<file path="src/rtl/lc3_pkg.sv">
// Shared LC-3 control definitions: fetch FSM state encoding and the opcodes
// that the fetch sequencer reacts to.
package lc3_pkg;

    typedef enum logic [2:0] {
        ST_HALTED = 3'd0,
        ST_FETCH1 = 3'd1,
        ST_FETCH2 = 3'd2,
        ST_FETCH3 = 3'd3,
        ST_FETCH4 = 3'd4,
        ST_DECODE = 3'd5,
        ST_PAUSE_A = 3'd6,
        ST_PAUSE_B = 3'd7
    } fetch_state_e;

    localparam logic [3:0] OP_PAUSE = 4'b1101;
    localparam logic [3:0] OP_HALT  = 4'b1111;

endpackage

</file>
<file path="src/rtl/fetch_control.sv">
// LC-3 instruction fetch sequencer: Moore FSM driving datapath load enables,
// bus gates and memory strobes, with a programmable memory wait in FETCH2.
module fetch_control
    import lc3_pkg::*;
#(
    parameter int MEM_WAIT = 2
) (
    input  logic       clk,
    input  logic       rst_n,
    input  logic       run,
    input  logic       cont,
    input  logic [3:0] opcode,
    output logic       ld_pc,
    output logic       ld_ir,
    output logic       ld_mar,
    output logic       ld_mdr,
    output logic       gate_pc,
    output logic       gate_mdr,
    output logic       gate_alu,
    output logic       gate_marmux,
    output logic       mio_en,
    output logic       mem_oe_n,
    output logic       mem_we_n,
    output logic       halted,
    output logic       paused
);

    // Counter value of the final FETCH2 cycle; MEM_WAIT is limited to 1..7.
    localparam logic [2:0] WAIT_LAST = 3'(MEM_WAIT - 1);

    fetch_state_e state_r;
    fetch_state_e next_state_s;
    logic [2:0]   wait_cnt_r;

    // State register.
    always_ff @(posedge clk or negedge rst_n) begin
        if (!rst_n) begin
            state_r <= ST_HALTED;
        end else begin
            state_r <= next_state_s;
        end
    end

    // Memory wait counter: zero on entry to FETCH2, counts while there.
    always_ff @(posedge clk or negedge rst_n) begin
        if (!rst_n) begin
            wait_cnt_r <= 3'd0;
        end else if (state_r == ST_FETCH2) begin
            wait_cnt_r <= wait_cnt_r + 3'd1;
        end else begin
            wait_cnt_r <= 3'd0;
        end
    end

    // Next-state logic.
    always_comb begin
        next_state_s = state_r;
        case (state_r)
            ST_HALTED: begin
                if (run) begin
                    next_state_s = ST_FETCH1;
                end else begin
                    next_state_s = ST_HALTED;
                end
            end
            ST_FETCH1: next_state_s = ST_FETCH2;
            ST_FETCH2: begin
                if (wait_cnt_r == WAIT_LAST) begin
                    next_state_s = ST_FETCH3;
                end else begin
                    next_state_s = ST_FETCH2;
                end
            end
            ST_FETCH3: next_state_s = ST_FETCH4;
            ST_FETCH4: next_state_s = ST_DECODE;
            ST_DECODE: begin
                if (opcode == OP_PAUSE) begin
                    next_state_s = ST_PAUSE_A;
                end else if (opcode == OP_HALT) begin
                    next_state_s = ST_HALTED;
                end else begin
                    next_state_s = ST_FETCH1;
                end
            end
            // Continue must be released before the next instruction starts,
            // so a long press only ever releases one instruction.
            ST_PAUSE_A: begin
                if (cont) begin
                    next_state_s = ST_PAUSE_B;
                end else begin
                    next_state_s = ST_PAUSE_A;
                end
            end
            ST_PAUSE_B: begin
                if (cont) begin
                    next_state_s = ST_PAUSE_B;
                end else begin
                    next_state_s = ST_FETCH1;
                end
            end
            default: next_state_s = ST_HALTED;
        endcase
    end

    // Output decode from the state register only.
    always_comb begin
        ld_pc       = 1'b0;
        ld_ir       = 1'b0;
        ld_mar      = 1'b0;
        ld_mdr      = 1'b0;
        gate_pc     = 1'b0;
        gate_mdr    = 1'b0;
        gate_alu    = 1'b0;
        gate_marmux = 1'b0;
        mio_en      = 1'b0;
        mem_oe_n    = 1'b1;
        mem_we_n    = 1'b1;
        halted      = 1'b0;
        paused      = 1'b0;
        case (state_r)
            ST_HALTED: halted = 1'b1;
            ST_FETCH1: begin
                gate_pc = 1'b1;
                ld_mar  = 1'b1;
                ld_pc   = 1'b1;
            end
            ST_FETCH2: begin
                mem_oe_n = 1'b0;
                mio_en   = 1'b1;
            end
            ST_FETCH3: begin
                mem_oe_n = 1'b0;
                mio_en   = 1'b1;
                ld_mdr   = 1'b1;
            end
            ST_FETCH4: begin
                gate_mdr = 1'b1;
                ld_ir    = 1'b1;
            end
            ST_DECODE:  halted = 1'b0;
            ST_PAUSE_A: paused = 1'b1;
            ST_PAUSE_B: paused = 1'b1;
            default:    halted = 1'b1;
        endcase
    end

endmodule
</file>
<file path="config.mk">
export PLATFORM = sky130hd
export DESIGN_NAME = fetch_control
export DESIGN_NICKNAME = d
export VERILOG_FILES = /design/src/rtl/lc3_pkg.sv /design/src/rtl/fetch_control.sv
export SDC_FILE = /design/constraint.sdc
export NUM_CORES = 1
export LEC_CHECK = 0
export CAP_MARGIN = 20
export CORE_AREA = 2 2 39 41
export CTS_CLUSTER_DIAMETER = 30
export DETAILED_ROUTE_END_ITERATION = 10
export DIE_AREA = 0 0 41 43
export DONT_BUFFER_PORTS = 1
export PLACE_DENSITY = 0.53
export SKIP_LAST_GASP = 1
export SYNTH_ARGS = -nofsm -noshare
export SYNTH_HDL_FRONTEND = slang
export SYNTH_SLANG_ARGS = --single-unit
</file>
<file path="constraint.sdc">
create_clock -name clk -period 2.64 [get_ports clk]
set_clock_uncertainty 0.2 [all_clocks]
set_input_delay 0.396 -clock clk [delete_from_list [all_inputs] [get_ports clk]]
set_output_delay 0.396 -clock clk [all_outputs]
set_load 0.01 [all_outputs]
</file>
==> Word-level counts from Yosys, hierarchy flattened <==
Index checks and enable logic that the tools add are counted.
{ "classes": {"n_mul": 0, "n_reduce_logical": 3, "magnitude_cmp": 0, "div_mod_pow": 0, "bitwise": 0, "add_sub_neg": 1, "shift": 0, "n_eq_ne": 10, "mux": 15} }
{ "op_table": {"columns": ["op", "count"], "rows": [
  ["one-hot mux 3 bit (8 select lines)", 1],
  ["== test 3 bit (second input constant)", 4],
  ["two-way mux 1 bit", 11],
  ["two-way mux 3 bit", 3],
  ["== test 4 bit (second input constant)", 2],
  ["== test 3 x 1 -> 1 bit (second input constant)", 2],
  ["== test 3 x 2 -> 1 bit (second input constant)", 2],
  ["OR reduction 2 bit", 2],
  ["adder 3 x 1 -> 3 bit (second input constant)", 1],
  ["logical NOT 3 bit", 1]
]} }
{ "word_totals": {"mem_count": 0, "output_inout_bits": 13, "in_bits": 8, "ram_bits": 0, "mem_bits_ro": 0, "regBits": 6, "latch_bits": 0} }

==> Logic depth before layout (Yosys ltp) <==
Gate-level depths: netlist (run 1).
{ "logic_depth": {"ltp_word": 4, "ltp_mapped": 4, "mapped_depth_nobuf": 4} }

==> Least setup slack after synthesis (run 1) <==
OpenSTA, ideal clock, no wires.
{ "synth_timing": {"kind": "reg2out", "from": "register state_r[2]", "to": "output port ld_ir", "path_slack_ns": 1.019, "t_arrival_ns": 1.025, "path_stages_with_launch": 4, "required_ns": 2.044, "path_cell_list": "dfrtp_1 > inv_2 > nor3_1 > buf_4"} }
{ "synth_via": {"elab_chain_cells": 2} }
{ "synth_rtl": {"columns": ["item", "line_no", "text"], "rows": [
  ["start, declared", "fetch_control.sv:31", "fetch_state_e state_r;"],
  ["start signal, assigned", "fetch_control.sv:40", "state_r <= next_state_s;"],
  ["== test 3 bit", null, null],
  ["two-way mux 1 bit", null, null],
  ["end, declared", "fetch_control.sv:14", "output logic ld_ir,"]
]} }
No other way between the ends.

==> Worst setup path after layout (run 1) <==
Same ends and word-level chain as after synthesis.

==> impl_metrics.csv, run 1 <==
group,metric,value,unit
clock_tree,clock_sinks,6,
setup_path,regToRegSetupSlack,1160,ps
power_and_ir_drop,power.internal,291.7,µW
logic_synthesis,avgSynthCellArea,9.610,µm²
placed_design,placed_cell_area,419.2,µm²
grt,busiest_layer,"met2",
setup_path,reg2reg_depth,3,
worst_hold_path,worstHoldStart,"cont",
route,viasPerCell,4.934,
route,dr.pass1.iters,2,
worst_hold_path,holdPathEnd,"state_r[2]",
logic_synthesis,yosys_warnings,0,
layout,drive_gt1_frac,0.2667,
layout,layout_common_cells,"6 x dfrtp_1, 5 x inv_1, 4 x nor2_1",
floorplanning,die_h,43,µm
logic_synthesis,syn-cell-area,451.7,µm²
logic_synthesis,yosysSeqAreaShare,0.3324,
grt,grt_pass1_vias,263,
setup_path,critical-path-slowest-cell,"nor3_1",
placed_design,port_buffers,0,
power_and_ir_drop,p_sw_frac,0.4392,
logic_synthesis,synth_ff_type,"dfrtp_1",
grt,antenna_found_initial,0,
floorplanning,dieArea,0.001763,mm²
placed_design,hpwl,594.3,µm
timing,fin_crit_sh,0.7194,
timing,max_slew_margin,0.5724,
timing,maxSlewViolCount,0,
job,maxCapViolations,0,
setup_path,r2r_start,"state_r[0]",
logic_synthesis,synth-edff-count,0,
grt,globalRouteOverflowTotal,0,
clock_tree,htreeDepth,1,
timing,min_period,1899,ps
timing,fmax,526.5,MHz
logic_synthesis,async_flop_share,1.000,
layout,final_area,451.7,µm²
route,ant_nets,0,
power_and_ir_drop,power_leakage,0.0002031,µW
worst_hold_path,min_path_type,"in2reg",
route,initialDrtViolationCount,3,
setup_path,max_stage_delay,540,ps
power_and_ir_drop,power_frac_seq,0.349,
outcome,outcome,"finished clean",
timing,hold_violations,0,
clock_tree,cts.reportedPaths.clkPinSlew,40,ps
layout,fin_nets,57,
layout,fillers,142,
grt,grt_max_degree,12,
grt,grt_usage,0.09828,
grt,gr-usage-met1,0.1159,
floorplanning,start_util,0.3264,
worst_hold_path,hold_depth,2,
placed_design,place_congestion,0.6019,
clock_tree,insertion_delay,240,ps
setup_path,crit_path_end_kind,"output pin",
setup_path,cp.arrival,1300,ps
grt,met3_usage,0.04712,
logic_synthesis,ys_ff_latch,6,
setup_path,cp_max_fo,8,
power_and_ir_drop,p_switching,228.4,µW
layout,final_common_cell,"dfrtp_1",
clock_tree,cts-root-buf,"clkbuf_4",
floorplanning,core,0.001384,mm²
clock_tree,cts_buffers,3,
timing,tns,0,ps
layout,antennaDiodeCount,0,
layout,syn_to_final_growth,0,%
route,drc,0,
power_and_ir_drop,powerDensity,1151,mW/mm²
floorplanning,fp-row-count,14,
setup_path,path_class,"reg2out",
clock_tree,cts-resized-gates,0,
setup_path,path_cells,"inv_2 -> nor3_1",
clock_tree,postCtsHoldBufs,1,
setup_path,worstReg2RegEnd,"state_r[0]",
timing,rsz0062_at_grt,"false",
grt,grt_first_pass_wirelength,1.138,mm
timing,worst_pin_slew,636.5,ps
logic_synthesis,postSynthCellCount,47,
power_and_ir_drop,combPwrFrac,0.494,
power_and_ir_drop,peakVddDrop,0.0004241,V
route,wl,709,µm
route,wl_per_cell,11.62,µm
clock_tree,cts_tree,"done",
grt,met2_usage,0.1375,
setup_path,startpoint_type,"flop",
floorplanning,die_w,41,µm
clock_tree,postCtsSetupBuffers,0,
timing,setup_violations,0,
clock_tree,clockBufferDepth,2,
floorplanning,pin_count,21,
route,vias,301,
logic_synthesis,ys_types,27,
setup_path,worst_ep_required_time,2040,ps
power_and_ir_drop,clkPwrFrac,0.157,
worst max-delay path, delay by kind of cell (launching register included):
| kind | cells | cell delay, ps |
|---|---|---|
| simple gates | 1 | 540 |
| flops | 1 | 470 |
| buf+inv | 1 | 60 |
cell type report:
class / count / area [µm²] / share of cell area
tap: 16 / 20.02 / 0.04432
timing repair buffer: 1 / 10.01 / 0.02216
clock buffer: 3 / 22.52 / 0.04986
inverter: 6 / 22.52 / 0.04986
multi-input combinational: 29 / 226.5 / 0.5014
sequential: 6 / 150.1 / 0.3324
power by group through the flow:
stage	sequential [µW]	combinational (µW)	clock, µW
3_5_place_dp	183	259	0
5_1_grt	191	294	90.9
3_3_place_gp	182	259	0
4_1_cts	181	263	88.5
2_1_floorplan	156	292	0
6_report	181	257	81.8
sequential cells by signal, summed over array words and instances, names as in the netlist:
signal and cells:
state_r 3, wait_cnt_r 3
per-stage QoR:
stage | hold slack, ps | setup slack, ps | utilization | std cells | power (µW)
6_report | 103.8 | 740.7 | 0.3264 | 61 | 520.1
5_1_grt | 96.42 | 568.8 | 0.3264 | 61 | 576.1
4_1_cts | 95.93 | 720.1 | 0.3264 | 61 | 532.5
3_5_place_dp | -99.40 | 982.3 | 0.3029 | 57 | 442.0
3_3_place_gp | -99.39 | 1011 | 0.3029 | 57 | 440.7
2_1_floorplan | -99.59 | 1019 | - | 48 | 448.7
cells in the mapped netlist, types with 2 or more instances:
master | count | area (µm²)
conb_1 | 2 | 7.510
buf_4 | 6 | 45.04
inv_1 | 5 | 18.77
ha_1 | 2 | 25.02
nor2_1 | 4 | 15.01
nor3_1 | 2 | 10.01
dfrtp_1 | 6 | 150.1
worst max path at each step:
stage | from | end | slack [ps] | cells past startpoint
2_1_floorplan | state_r[2] | ld_ir | 1020 | 3
3_3_place_gp | state_r[2] | ld_ir | 1010 | 2
3_5_place_dp | state_r[2] | ld_ir | 980 | 2
4_1_cts | state_r[2] | ld_ir | 720 | 2
5_1_grt | state_r[2] | ld_ir | 570 | 2
6_report | state_r[2] | ld_ir | 740 | 2
layer usage:
metal / vias to the layer above / part of all wire
li1: 143 / -
met1: 143 / 0.42
met2: 15 / 0.46
met5: - / 0
met4: 0 / 0
met3: 0 / 0.12
kinds of logic after synthesis:
kind of cell | count (synthesis) | share of synthesized area
buffers and inverters | 13 | 0.1745
adder cells (fa/ha/maj) | 2 | 0.05539
XOR/XNOR | 1 | 0.01939
AND/OR/NAND/NOR | 14 | 0.2022
multiplexers | 1 | 0.02216
other | 2 | 0.01663
flip-flops | 6 | 0.3324
AO/OA/AOI/OAI | 8 | 0.1773
No activity file was read; power rests on OpenSTA's default activity.
==> inputs of run 2 (changes only) <==
PLACE_DENSITY = 0.54   (was 0.53)
clock period = 1.6 ns   (was 2.64 ns; I/O delays follow)
==> run 2 against run 1 <==
Effect of this change: wire length grew 17%; count of clock-buffer cells in the layout is the same; via count grew 6.3%; non-clock buffer count grew 7; clock power grew 74%; critical path type unchanged; highest routed layer is now met4; design area grew 16%; register-to-register slack lost 1100 ps; critical path depth is the same; largest cell class unchanged; worst hold slack lost 86 ps.
==> impl_metrics.csv, run 2 (synthesis gave the netlist of run 1 again) <==
group,metric,value,unit
timing,maxSlewViolCount,0,
timing,hold_violations,0,
route,drc,0,
placed_design,port_buffers,0,
clock_tree,cts-root-buf,"clkbuf_4",
setup_path,crit_path_end_kind,"output pin",
setup_path,regToRegSetupSlack,100,ps
layout,antennaDiodeCount,0,
power_and_ir_drop,peakVddDrop,0.0006962,V
timing,layout_setup_ws,28.26,ps
power_and_ir_drop,powerDensity,1866,mW/mm²
grt,grt_first_pass_wirelength,1.221,mm
clock_tree,clock_sinks,6,
timing,fmax,636.2,MHz
route,initialDrtViolationCount,2,
route,viasPerCell,4.706,
timing,min_period,1572,ps
setup_path,worstReg2RegEnd,"state_r[0]",
placed_design,place_congestion,0.6172,
route,vias,320,
clock_tree,cts.reportedPaths.clkPinSlew,50,ps
grt,grt_max_degree,12,
setup_path,r2r_start,"state_r[0]",
worst_hold_path,min_path_type,"in2reg",
timing,rsz0062_at_grt,"true",
job,maxCapViolations,0,
clock_tree,htreeDepth,1,
grt,antenna_found_initial,0,
layout,drive_gt1_frac,0.3462,
clock_tree,clockBufferDepth,2,
route,wl_per_cell,12.15,µm
setup_path,reg2reg_depth,3,
grt,grt_pass1_vias,302,
layout,reg.largest.list,"state_r (3), wait_cnt_r (3)",
setup_path,worst_ep_required_time,1160,ps
setup_path,path_class,"reg2out",
route,dr.pass1.iters,3,
layout,seq_area,151.4,µm²
timing,setup_violations,0,
grt,grt_usage,0.1024,
layout,fin_nets,64,
timing,fin_crit_sh,0.9823,
floorplanning,dieArea,0.001763,mm²
floorplanning,start_util,0.3264,
route,ant_nets,0,
layout,final_area,523.0,µm²
layout,layout_common_cells,"5 x inv_1, 5 x dfrtp_1, 4 x nor2_1, 4 x dlygate4sd3_1, 4 x buf_4",
floorplanning,fp-row-count,14,
grt,globalRouteOverflowTotal,0,
setup_path,cp_max_fo,8,
setup_path,startpoint,"state_r[1]",
clock_tree,cts_tree,"done",
floorplanning,die_h,43,µm
floorplanning,core,0.001384,mm²
placed_design,placed_cell_area,426.7,µm²
timing,tns,0,ps
layout,final_core_util,0.3779,
layout,syn_to_final_growth,15.79,%
setup_path,startpoint_type,"flop",
clock_tree,cts_buffers,3,
clock_tree,insertion_delay,250,ps
route,wl,826,µm
layout,multiInputGateArea,236.5,µm²
floorplanning,die_w,41,µm
setup_path,worstSetupEndpoint,"ld_mdr",
setup_path,cp.arrival,1130,ps
layout,fillers,155,
power_and_ir_drop,power_leakage,0.0002358,µW
placed_design,hpwl,583,µm
placed_design,dp_slack,132.6,ps
outcome,outcome,"finished clean",
floorplanning,pin_count,21,
==> run 2: cell count changes in the layout (fill, tap and decap cells not counted) <==
cell	delta
nor3_2	+1
and2_4	+1
dlygate4sd3_1	+3
dfrtp_1	-1
and2_2	-1
buf_4	+4
and3_2	-1
nor3_1	-1
and3_4	+1
dfrtp_2	+1
==> run 2: stage by stage <==
stage               cells  power (µW)  hold slack (ps)
floorplan              48       740.3           -255.6
global placement       58       740.5           -255.4
detailed placement     58       744.8           -255.4
CTS                    68       957.1            18.79
global route           68        1053            38.11
finish                 68       975.8            17.70
==> run 2: layout make-up <==
cell class | instances | area share
clock buffers | 3 | 0.04306
inverters | 6 | 0.04306
multi-input cells | 29 | 0.4522
flip-flops and latches | 6 | 0.2895
well taps | 16 | 0.03828
repair buffers | 8 | 0.1340
==> run 2: per-layer routing <==
layer,global-route usage,routed length (µm),vias to the layer above
met5,0,0,-
met4,0.07333,18,0
met3,0.02094,76,2
met2,0.1406,336,17
met1,0.1362,395,143
li1,-,-,158
==> run 2: critical path, cell delays in order (launching register included) <==
cell and delay (ps):
dfrtp_1 470, and2b_4 250, and2_4 160
==> run 2: where the power goes <==
group	internal, µW	switching (µW)
registers	206	93.5
logic	270	265
clock network	85.0	57.1
total	560	415
==> run 2: repair_timing <==
item / CTS / global route
resized for setup: 1 / 3
setup endpoints to repair: 1 / 6
hold endpoints to repair: 8 / 0
hold buffers: 4 / 0
setup buffers: 3 / 0
==> run 2: how the worst min path moves through the flow <==
stage,start,endpoint,slack [ps],depth (start not counted)
3_5_place_dp,rst_n,wait_cnt_r[0],-260,0
4_1_cts,opcode[1],state_r[1],20,2
3_3_place_gp,rst_n,wait_cnt_r[0],-260,0
2_1_floorplan,rst_n,state_r[0],-260,0
6_report,opcode[1],state_r[1],20,2
5_1_grt,opcode[1],state_r[1],40,2
